===== config.mk =====
export PLATFORM = sky130hd
export DESIGN_NAME = fifo_loader
export DESIGN_NICKNAME = d
export VERILOG_FILES = /design/src/rtl/fifo_loader_pkg.sv /design/src/rtl/wrap_counter.sv /design/src/rtl/fifo_loader.sv
export SDC_FILE = /design/constraint.sdc
export NUM_CORES = 1
export LEC_CHECK = 0
export CORE_ASPECT_RATIO = 0.6
export CORE_MARGIN = 2
export CORE_UTILIZATION = 46
export DETAILED_ROUTE_END_ITERATION = 8
export PLACE_DENSITY_LB_ADDON = 0.2
export SLEW_MARGIN = 30
export SYNTH_ARGS = -nofsm -noshare
export SYNTH_HDL_FRONTEND = slang
export SYNTH_HIERARCHICAL = 1
export SYNTH_SLANG_ARGS = --single-unit

===== constraint.sdc =====
create_clock -name clk -period 2.9 [get_ports clk]
set_clock_uncertainty 0.2 [all_clocks]
set_input_delay 0.58 -clock clk [delete_from_list [all_inputs] [get_ports clk]]
set_output_delay 0.58 -clock clk [all_outputs]
set_load 0.03 [all_outputs]

===== src/rtl/fifo_loader_pkg.sv =====
// Shared types and default geometry for the delay-buffer FIFO loader and its FIFO bank.
package fifo_loader_pkg;

  localparam int DEF_DIM   = 8;
  localparam int DEF_DEPTH = 8;
  localparam int DEF_BITS  = 64;

  typedef enum logic [1:0] {
    ST_IDLE  = 2'd0,
    ST_FLUSH = 2'd1,
    ST_LOAD  = 2'd2
  } state_t;

endpackage


===== src/rtl/wrap_counter.sv =====
// Modulo-MOD up counter: counts 0..MOD-1 on inc, wrap flags the terminal value.
// Latency: count updates on the edge after inc; wrap is decoded from the current count.
// Backpressure: none; inc is an unconditional request, clr has priority over inc.
module wrap_counter #(
  parameter int MOD = 8,
  localparam int W = (MOD > 1) ? $clog2(MOD) : 1
) (
  input  logic         clk,
  input  logic         rst_n,
  input  logic         clr,
  input  logic         inc,
  output logic [W-1:0] count,
  output logic         wrap
);

  // Compare against MOD-1 so non-power-of-two moduli wrap correctly.
  assign wrap = (count == W'(MOD - 1));

  always_ff @(posedge clk) begin
    if (!rst_n) begin
      count <= '0;
    end else if (clr) begin
      count <= '0;
    end else if (inc) begin
      count <= wrap ? '0 : count + 1'b1;
    end
  end

endmodule


===== src/rtl/fifo_loader.sv =====
// Streams DIM*DEPTH words row-major into DIM delay FIFOs; optional zero pre-fill (FIFO_LOADER_ZERO_FLUSH_EN).
// Latency: handshake at edge N drives fifo_d/fifo_en in cycle N+1; done pulses with the final word's enable.
// Backpressure: in_ready depends only on state (high throughout LOAD); in_valid gaps just stall the counters.
module fifo_loader
  import fifo_loader_pkg::*;
#(
  parameter int DIM   = DEF_DIM,
  parameter int DEPTH = DEF_DEPTH,
  parameter int BITS  = DEF_BITS
) (
  input  logic            clk,
  input  logic            rst_n,
  input  logic            start,
  input  logic            in_valid,
  output logic            in_ready,
  input  logic [BITS-1:0] in_data,
  output logic [BITS-1:0] fifo_d,
  output logic [DIM-1:0]  fifo_en,
  output logic            busy,
  output logic            done
);

  localparam int COL_W = (DEPTH > 1) ? $clog2(DEPTH) : 1;
  localparam int ROW_W = (DIM > 1) ? $clog2(DIM) : 1;

  state_t             state;
  logic               hs;
  logic               cnt_clr;
  logic [COL_W-1:0]   col;
  logic [ROW_W-1:0]   row;
  logic               col_wrap;
  logic               row_wrap;
  logic               last_word;

  assign in_ready  = (state == ST_LOAD);
  assign busy      = (state != ST_IDLE);
  assign hs        = in_valid & in_ready;
  assign cnt_clr   = (state == ST_IDLE) & start;
  assign last_word = hs & row_wrap & (col == COL_W'(DEPTH - 1));

  wrap_counter #(.MOD(DEPTH)) u_col (
    .clk   (clk),
    .rst_n (rst_n),
    .clr   (cnt_clr),
    .inc   (hs),
    .count (col),
    .wrap  (col_wrap)
  );

  wrap_counter #(.MOD(DIM)) u_row (
    .clk   (clk),
    .rst_n (rst_n),
    .clr   (cnt_clr),
    .inc   (hs & col_wrap),
    .count (row),
    .wrap  (row_wrap)
  );

`ifdef FIFO_LOADER_ZERO_FLUSH_EN
  logic [COL_W-1:0] flush_cnt;
  logic             flush_wrap;
  logic             unused_flush_cnt;

  // Flush length equals DEPTH so every slot of every FIFO is shifted to zero.
  wrap_counter #(.MOD(DEPTH)) u_flush (
    .clk   (clk),
    .rst_n (rst_n),
    .clr   (cnt_clr),
    .inc   (state == ST_FLUSH),
    .count (flush_cnt),
    .wrap  (flush_wrap)
  );

  assign unused_flush_cnt = ^flush_cnt;
`endif

  always_ff @(posedge clk) begin
    if (!rst_n) begin
      state   <= ST_IDLE;
      fifo_d  <= '0;
      fifo_en <= '0;
      done    <= 1'b0;
    end else begin
      fifo_en <= '0;
      done    <= 1'b0;
      case (state)
        ST_IDLE: begin
          if (start) begin
`ifdef FIFO_LOADER_ZERO_FLUSH_EN
            // Enable goes up together with the state so the flush spans exactly the FLUSH cycles.
            state   <= ST_FLUSH;
            fifo_d  <= '0;
            fifo_en <= '1;
`else
            state   <= ST_LOAD;
`endif
          end
        end
`ifdef FIFO_LOADER_ZERO_FLUSH_EN
        ST_FLUSH: begin
          fifo_d <= '0;
          if (flush_wrap) begin
            state <= ST_LOAD;
          end else begin
            fifo_en <= '1;
          end
        end
`endif
        ST_LOAD: begin
          if (hs) begin
            fifo_d  <= in_data;
            fifo_en <= DIM'(1) << row;
            if (last_word) begin
              state <= ST_IDLE;
              done  <= 1'b1;
            end
          end
        end
        default: state <= ST_IDLE;
      endcase
    end
  end

endmodule


; ---- Word-level counts from Yosys, hierarchy flattened
; Cells that the tools add are included.
[word_totals]
latchBits = 0
mem_count = 0
ramBits = 0
register_bits = 81
romBits = 0
out_inout_bits = 75
word_cells = 34
[op_classes]
eq_ne = 6
mux = 7
mul = 0
bitwise_logic = 6
n_lt_le_gt_ge = 0
n_reduce_logical = 6
n_shift = 1
n_addsub = 2
div = 0
[op_table]
columns = op, n
row1 = left shift 1 x 3 -> 8 bit (first input constant), 1
row2 = adder 3 x 1 -> 3 bit (second input constant), 2
row3 = equality test 3 bit (second input constant), 2
row4 = 2-to-1 mux 2 bit, 3
row5 = 2-to-1 mux 3 bit, 2
row6 = AND reduction 3 bit, 2
row7 = AND 1 bit, 5
row8 = != test 2 x 1 -> 1 bit (second input constant), 2
row9 = case mux 2 bit (2 select lines), 1
row10 = equality test 2 bit (second input constant), 1
row11 = zero test 2 bit, 1
row12 = != test 2 bit (second input constant), 1
row13 = AND reduction 2 bit, 1
row14 = nonzero test 2 bit, 1
row15 = OR reduction 2 bit, 1
row16 = 2-to-1 mux 1 bit, 1
row17 = inverter 1 bit, 1

; ---- Logic depth before layout (Yosys ltp)
; Gate-level depths: netlist of the first run.
[depth]
depth_word = 7
depth_mapped = 6

; ---- Modules after synthesis
; The synthesis of the first run kept the hierarchy.
[by_module_without_submodules]
columns = mod, cells_each, area_each_um2, instances
row1 = fifo_loader, 325, 3179.3, 1
row2 = wrap_counter, 13, 142.6, 2

; ---- Worst setup path before layout of the first run
; OpenSTA, ideal clock, no wires.
[synth_path]
path_kind = register to register
from = reg state[1]
to = reg u_row.count[0]
required_time_ns = 2.634
path_stages_with_launch = 7
slack_ns = 0.900
arrival_ns = 1.734
synth_period_minus_slack_ns = 2.000
cell_sequence = dfxtp_1 > buf_2 > buf_4 > buf_2 > and3_1 > or3b_1 > a21oi_2
[synth_between]
elab_chain_cells = 3
elab_cells_between_ends = 6
cone_classes = 1 x eq/ne / 3 x bitwise / 2 x reduce/logical
[synth_rtl]
columns = element, line
row1 = "start, declared", fifo_loader.sv:26  ; state_t state;
row2 = "start signal, assigned", fifo_loader.sv:79  ; state <= ST_IDLE;
row3 = "start signal, assigned", fifo_loader.sv:95  ; state <= ST_LOAD;
row4 = "start signal, assigned", fifo_loader.sv:114  ; state <= ST_IDLE;
row5 = equality test 2 bit or zero test 2 bit (tied branches), "fifo_loader.sv:35, fifo_loader.sv:38"
row6 = AND 1 bit (on tied branches), "fifo_loader.sv:37, fifo_loader.sv:38"
row7 = AND 1 bit or OR reduction 2 bit (tied branches), n/a
row8 = "end signal, assigned", wrap_counter.sv:25  ; count <= wrap ? '0 : count + 1'b1;
row9 = "end, declared", wrap_counter.sv:12  ; output logic [W-1:0] count,
; Several ways; a longest one is shown, not always the timed one.
; A chain may end at the register's enable or synchronous reset.

; ---- Final worst setup path of the first run
[layout_path]
from = reg fifo_d[35]
to = out fifo_d[35]
[layout_lines]
columns = element, line
row1 = "start, declared", fifo_loader.sv:17  ; output logic [BITS-1:0] fifo_d,
row2 = "start signal, assigned", fifo_loader.sv:111  ; fifo_d <= in_data;
; No word-level cell between the ends.

==> impl_metrics.toml, run 1 <==
[sta]
tns_ns = 0
period_share_pct = 74.6
maxSlewViolCount = 0
rsz0062_at_grt = "no"
layout_min_cycle_time_ns = 2.16
finalHoldViolations = 0
fmax_mhz = 462
tightest_slew_ns = 0.758
setup_viol = 0
fin_ws_ns = 0.736
max_slew_margin_pct = 49.5

[clock_network]
cts_num_sinks = 80
cts_setup_buffers = 0
clock_latency_ns = 0.33
clock_path_buffers = 2
cts_buffers = 9
cts-root-buf = "clkbuf_16"
ctsResizeCount = 0
cts_hold_buffers = 0
clk_pin_slew_ns = 0.06
cts-htree-levels = 3
tritoncts = "yes"

[global_routing]
grt-ovfl-total = 0
grt_pass1_wl_mm = 13.3
antenna_found_initial = 0
grt_pass1_vias = 2749
grt_max_degree = 121
grt_util_all_layers_pct = 20.7

[placement]
place.gp.congestion = 0.725
dp_hpwl_mm = 5.50
pre_cts_ws_ns = 0.850
io_buffers = 142
placed_cells = 563

[finish]
antennaDiodeCount = 0
multi_input_area_um2 = 1640
finalNonFillerCells = 579
drive_gt1_share_pct = 18.7
layout.nets = 542
syn2layout_area_growth_pct = 48.5
ff_latch_area_um2 = 1610
fill_cells = 574

[critical_path]
cp_cell_sequence = "clkdlybuf4s50_1"
critPathBufInv = 1
cpPeakStageDelay_ns = 0.69
path_max_fanout = 2
required_ns = 2.12
crit_path_start_kind = "register"
critPathKind = "reg -> out"
arrival_ns = 1.38
critPathSlowestCell = "clkdlybuf4s50_1"
crit_cells = 1
r2r_cells = 5
cp_top_family = "buffers and inverters"
endpoint_kind = "primary output"

[detailed_routing]
firstDrtPassIters = 5
initialDrtViolationCount = 152
wl_per_cell_um = 14.4
route.detailed.drc = 0
num_vias = 2944
viasPerCell = 5.08
drtAntennaViolNets = 0
wl_mm = 8.35

[synthesis]
synthAdderAreaFrac_pct = 1.44
synthXorXnorAreaFrac_pct = 0
async_flop_share_pct = 0
ys_seq_area_share_pct = 46.2
synth_mux_area_share_pct = 1.16
synth_simple_gate_area_share_pct = 14.0
synth_compound_area_share_pct = 30.8
ys.flop_type = "dfxtp_1"
yosys.area.top_type = "dfxtp_1"
synth_top_area_share_pct = 46.2
synth_cells = 351
synth_top_family_by_area = "compound AO/OA/AOI/OAI gates"
syn_area_um2 = 3460
synth_cell_types = 26
yosys_warnings = 6
synth_area_leaders = "dfxtp_1, a21bo_2, nand3_1"
post-synth-top-count-cell = "dfxtp_1"
synth_commonest_cells = "dfxtp_1, nand3_1, a21oi_1"
synth-edff-count = 0
avgSynthCellArea_um2 = 9.87
synth_nets = 423
ys_ff_latch = 80

[power]
p_total_w = 0.00265
switching_share_pct = 24.7
ir_worst_vdd_uv = 285
clockPowerShare_pct = 40.1
p_switching_w = 0.000654
pwr-share-seq_pct = 43.8
p_comb_share_pct = 16.2
power_density_nw_per_um2 = 514
power.internal_w = 0.00199
p_leak_nw = 1.84

[die]
core-area_um2 = 7270
io_pins = 143
die_w_um = 116
die_y_um = 71.2
start_util_pct = 47.7
row_count = 24
die-area_um2 = 8260

[outcome]
status = "finished clean"

[hold_path]
min_path_cells = 2
hold_path.class = "reg -> reg"

[flow_run]
maxCapViolCount = 0
-- power groups by stage --
stage	Combinational, W	Sequential, W	Clock [W]
3_3_place_gp	0.000424	0.00118	0
4_1_cts	0.000431	0.00116	0.00109
2_1_floorplan	0.000172	0.00125	0
3_5_place_dp	0.000428	0.00118	0
6_report	0.000428	0.00116	0.00106
5_1_grt	0.000457	0.00116	0.00114
-- registers in the layout, indices dropped and copies added, names as in the netlist --
signal / flops
done: 1
state: 1
fifo_d: 64
u_col/count: 3
u_row/count: 3
fifo_en: 8
-- logic make-up (layout without fill, tap and decap cells) --
logic type                 after synthesis  count (layout)
muxes                                    4               4
buffers and inverters                   40             164
DFF                                     80              80
adders and majority gates                4               4
and+or+nand+nor                         92              92
AOI/OAI and AO/OA                      131             131
-- routing by layer --
| layer | global-route usage (%) | up-vias | wire length [um] |
|---|---|---|---|
| met5 | 0 | - | 0 |
| met4 | 7.94 | 0 | 56 |
| met3 | 9.05 | 4 | 778 |
| met2 | 30.7 | 100 | 3620 |
| met1 | 26.7 | 1352 | 3900 |
| li1 | - | 1488 | - |
-- cells in the final DEF, fill, tap and decap left out, types with 2 or more instances in the layout --
cell type / n
nor4_1: 3
a21oi_1: 43
buf_12: 2
buf_4: 3
a21bo_2: 40
clkinv_2: 3
nand2b_1: 5
clkbuf_16: 9
nand2_1: 2
nand3_1: 65
clkbuf_8: 3
nor3_1: 4
a21bo_1: 24
mux2i_1: 4
nor2_1: 5
or3b_1: 2
clkdlybuf4s50_1: 141
ha_1: 4
a21oi_2: 23
dfxtp_1: 79
-- path summary, 6_finish.rpt --
check / startpoint / end / slack, ns
max: fifo_d[35] / fifo_d[35] / 0.74
min: u_col/count[0] / u_col/count[0] / 0.33
max reg2reg: u_col/count[0] / u_row/count[0] / 1.18
min reg2reg: u_col/count[0] / u_col/count[0] / 0.33
-- through the flow --
stage               utilization (%)  instance area [um^2]  hold slack (ns)
CTS                            70.8                  5140            0.333
finish                         70.8                  5140            0.332
detailed placement             66.9                  4860            0.322
global route                   70.8                  5140            0.369
floorplan                         -                  3460            0.287
global placement               66.9                  4860            0.305
-- layout make-up --
class | instances | share of cell area (%)
clock buffer | 13 | 5.25
sequential | 80 | 31.2
timing repair buffer | 146 | 28.6
clock inverter | 3 | 0.292
multi-input combinational | 231 | 31.9
tap | 104 | 2.53
inverter | 2 | 0.146
No activity file was read; power rests on OpenSTA's default activity.
==> inputs of run 2 (changes only) <==
--- a/config.mk
+++ b/config.mk
@@ -7,7 +7,7 @@
 export LEC_CHECK = 0
 export CORE_ASPECT_RATIO = 0.6
 export CORE_MARGIN = 2
-export CORE_UTILIZATION = 46
+export CORE_UTILIZATION = 39
 export DETAILED_ROUTE_END_ITERATION = 8
 export PLACE_DENSITY_LB_ADDON = 0.2
 export SLEW_MARGIN = 30
==> constraint.sdc (replaced) <==
create_clock -name clk -period 1.88 [get_ports clk]
set_clock_uncertainty 0.2 [all_clocks]
set_input_delay 0.376 -clock clk [delete_from_list [all_inputs] [get_ports clk]]
set_output_delay 0.376 -clock clk [all_outputs]
set_load 0.03 [all_outputs]
==> run 2 against run 1 <==
Clock-buffer cell count shrank 3. Via count grew 1.1%. Register-to-register slack lost 0.98 ns. Worst hold slack lost 0.14 ns. Sequential power grew 54%. Combinational power grew 47%. Wire length grew 5.8%. Utilization shrank 9.9 points. First-iteration DRC count shrank 16%. Critical endpoint is now u_row/count[0].
==> impl_metrics.toml, run 2 (synthesis results as in run 1) <==
[global_routing]
grt_pass1_vias = 2884
grt_max_degree = 70
antenna_found_initial = 0
grt_util_all_layers_pct = 18.6
grt-ovfl-total = 0
grt_pass1_wl_mm = 14.5

[die]
row_count = 26
die_w_um = 126
die-area_um2 = 9680
die_y_um = 77.0
io_pins = 143
start_util_pct = 40.5
core-area_um2 = 8560

[finish]
fill_cells = 743
syn2layout_area_growth_pct = 50.3
largest_reg_flops = 64
layout_common_cells = "dfxtp_1, dlygate4sd2_1, clkdlybuf4s50_1, nand3_1, a21oi_1"
antennaDiodeCount = 0
final_common_cell = "dfxtp_1"
final_core_utilization_pct = 60.9
regMostFlops = "fifo_d"
reg_top3 = "fifo_d x64, fifo_en x8"
drive_gt1_share_pct = 20.0
layout.nets = 547

[sta]
setup_viol = 0
maxSlewViolCount = 0
fmax_mhz = 597
rsz0062_at_grt = "no"
period_share_pct = 89.1
tns_ns = 0
max_slew_margin_pct = 66.6
tightest_slew_ns = 0.501
finalHoldViolations = 0
layout_min_cycle_time_ns = 1.68

[power]
ir_worst_vdd_uv = 480
power_density_nw_per_um2 = 894
pwr-share-seq_pct = 38.4
p_leak_nw = 2.24
switching_share_pct = 22.4
p_comb_share_pct = 13.6
p_switching_w = 0.00104
clockPowerShare_pct = 48.0
power.internal_w = 0.00361

[clock_network]
cts_buffers = 9
clock_latency_ns = 0.33
ctsResizeCount = 73
cts-root-buf = "clkbuf_16"
clock_path_buffers = 2
tritoncts = "yes"
cts_setup_buffers = 0
cts_num_sinks = 80
cts-htree-levels = 3
cts_hold_buffers = 0
clk_pin_slew_ns = 0.06

[detailed_routing]
initialDrtViolationCount = 128
route.detailed.drc = 0
firstDrtPassIters = 4
wl_per_cell_um = 14.9
num_vias = 2977
wl_mm = 8.83
wl_met3_um = 904
drtAntennaViolNets = 0
viasPerCell = 5.03
top_layer = "met4"
drt-met1-wl_mm = 4.26
wl_met2_mm = 3.58

[critical_path]
endpoint_kind = "register"
crit_start = "u_col/count[0]"
arrival_ns = 1.75
path_max_fanout = 4
reg2reg_slack_ns = 0.20
r2r_cells = 5
required_ns = 1.95
crit_path_start_kind = "register"
r2r_end = "u_row/count[0]"
critPathKind = "reg -> reg"
critPathCapture = "u_row/count[0]"
r2r_start = "u_col/count[0]"

[flow_run]
maxCapViolCount = 0

[placement]
place.gp.congestion = 0.762
io_buffers = 142
dp_hpwl_mm = 6.06

[hold_path]
hold_path.class = "in -> reg"

[outcome]
status = "finished clean"
## run 2: worst max-delay path: stages, from the launching register on
cell,delay (ns)
dfxtp_1,0.37
ha_1,0.17
ha_1,0.15
and3_1,0.24
or3b_1,0.38
a21oi_2,0.11
## run 2: per-layer routing
layer / vias up / GRT usage (%)
li1: 1497 / -
met3: 8 / 9.77
met4: 0 / 5.67
met1: 1359 / 23.8
met2: 113 / 27.1
met5: - / 0
## run 2: stage by stage
step | hold WS, ns | area (um^2) | power (W) | setup slack (ns) | cells
after detailed placement | 0.330 | 4910 | 0.00250 | 0.210 | 576
final | 0.192 | 5210 | 0.00466 | 0.205 | 592
after global routing | 0.206 | 5210 | 0.00485 | 0.104 | 592
after CTS | 0.184 | 5210 | 0.00471 | 0.189 | 592
after floorplan | 0.287 | 3470 | 0.00220 | 0.00191 | 351
after global placement | 0.301 | 4910 | 0.00249 | 0.246 | 576
## run 2: how the worst min path moves through the flow
stage                         startpoint              to  slack, ns  cells after the start
after global placement    u_col/count[0]  u_col/count[0]       0.30                      2
after global routing            in_valid      fifo_d[49]       0.21                      3
final                           in_valid      fifo_d[49]       0.19                      3
after CTS                       in_valid      fifo_d[49]       0.18                      3
after detailed placement  u_col/count[0]  u_col/count[0]       0.33                      2
after floorplan           u_col/count[1]  u_col/count[1]       0.29                      2
## run 2: power by group through the flow
stage / clock, W / sequential (W) / combinational [W]
6_report: 0.00224 / 0.00179 / 0.000631
5_1_grt: 0.00237 / 0.00180 / 0.000676
4_1_cts: 0.00229 / 0.00179 / 0.000636
3_5_place_dp: 0 / 0.00183 / 0.000673
3_3_place_gp: 0 / 0.00182 / 0.000665
2_1_floorplan: 0 / 0.00193 / 0.000265
## run 2: area by class of cell
cell class	instances	area [um^2]	area share, %
clock buffer	10	229	4.40
clock inverter	6	155	2.98
inverter	2	7.51	0.144
multi-input combinational	231	1640	31.5
sequential	80	1610	30.8
tap	112	140	2.69
timing repair buffer	151	1430	27.4
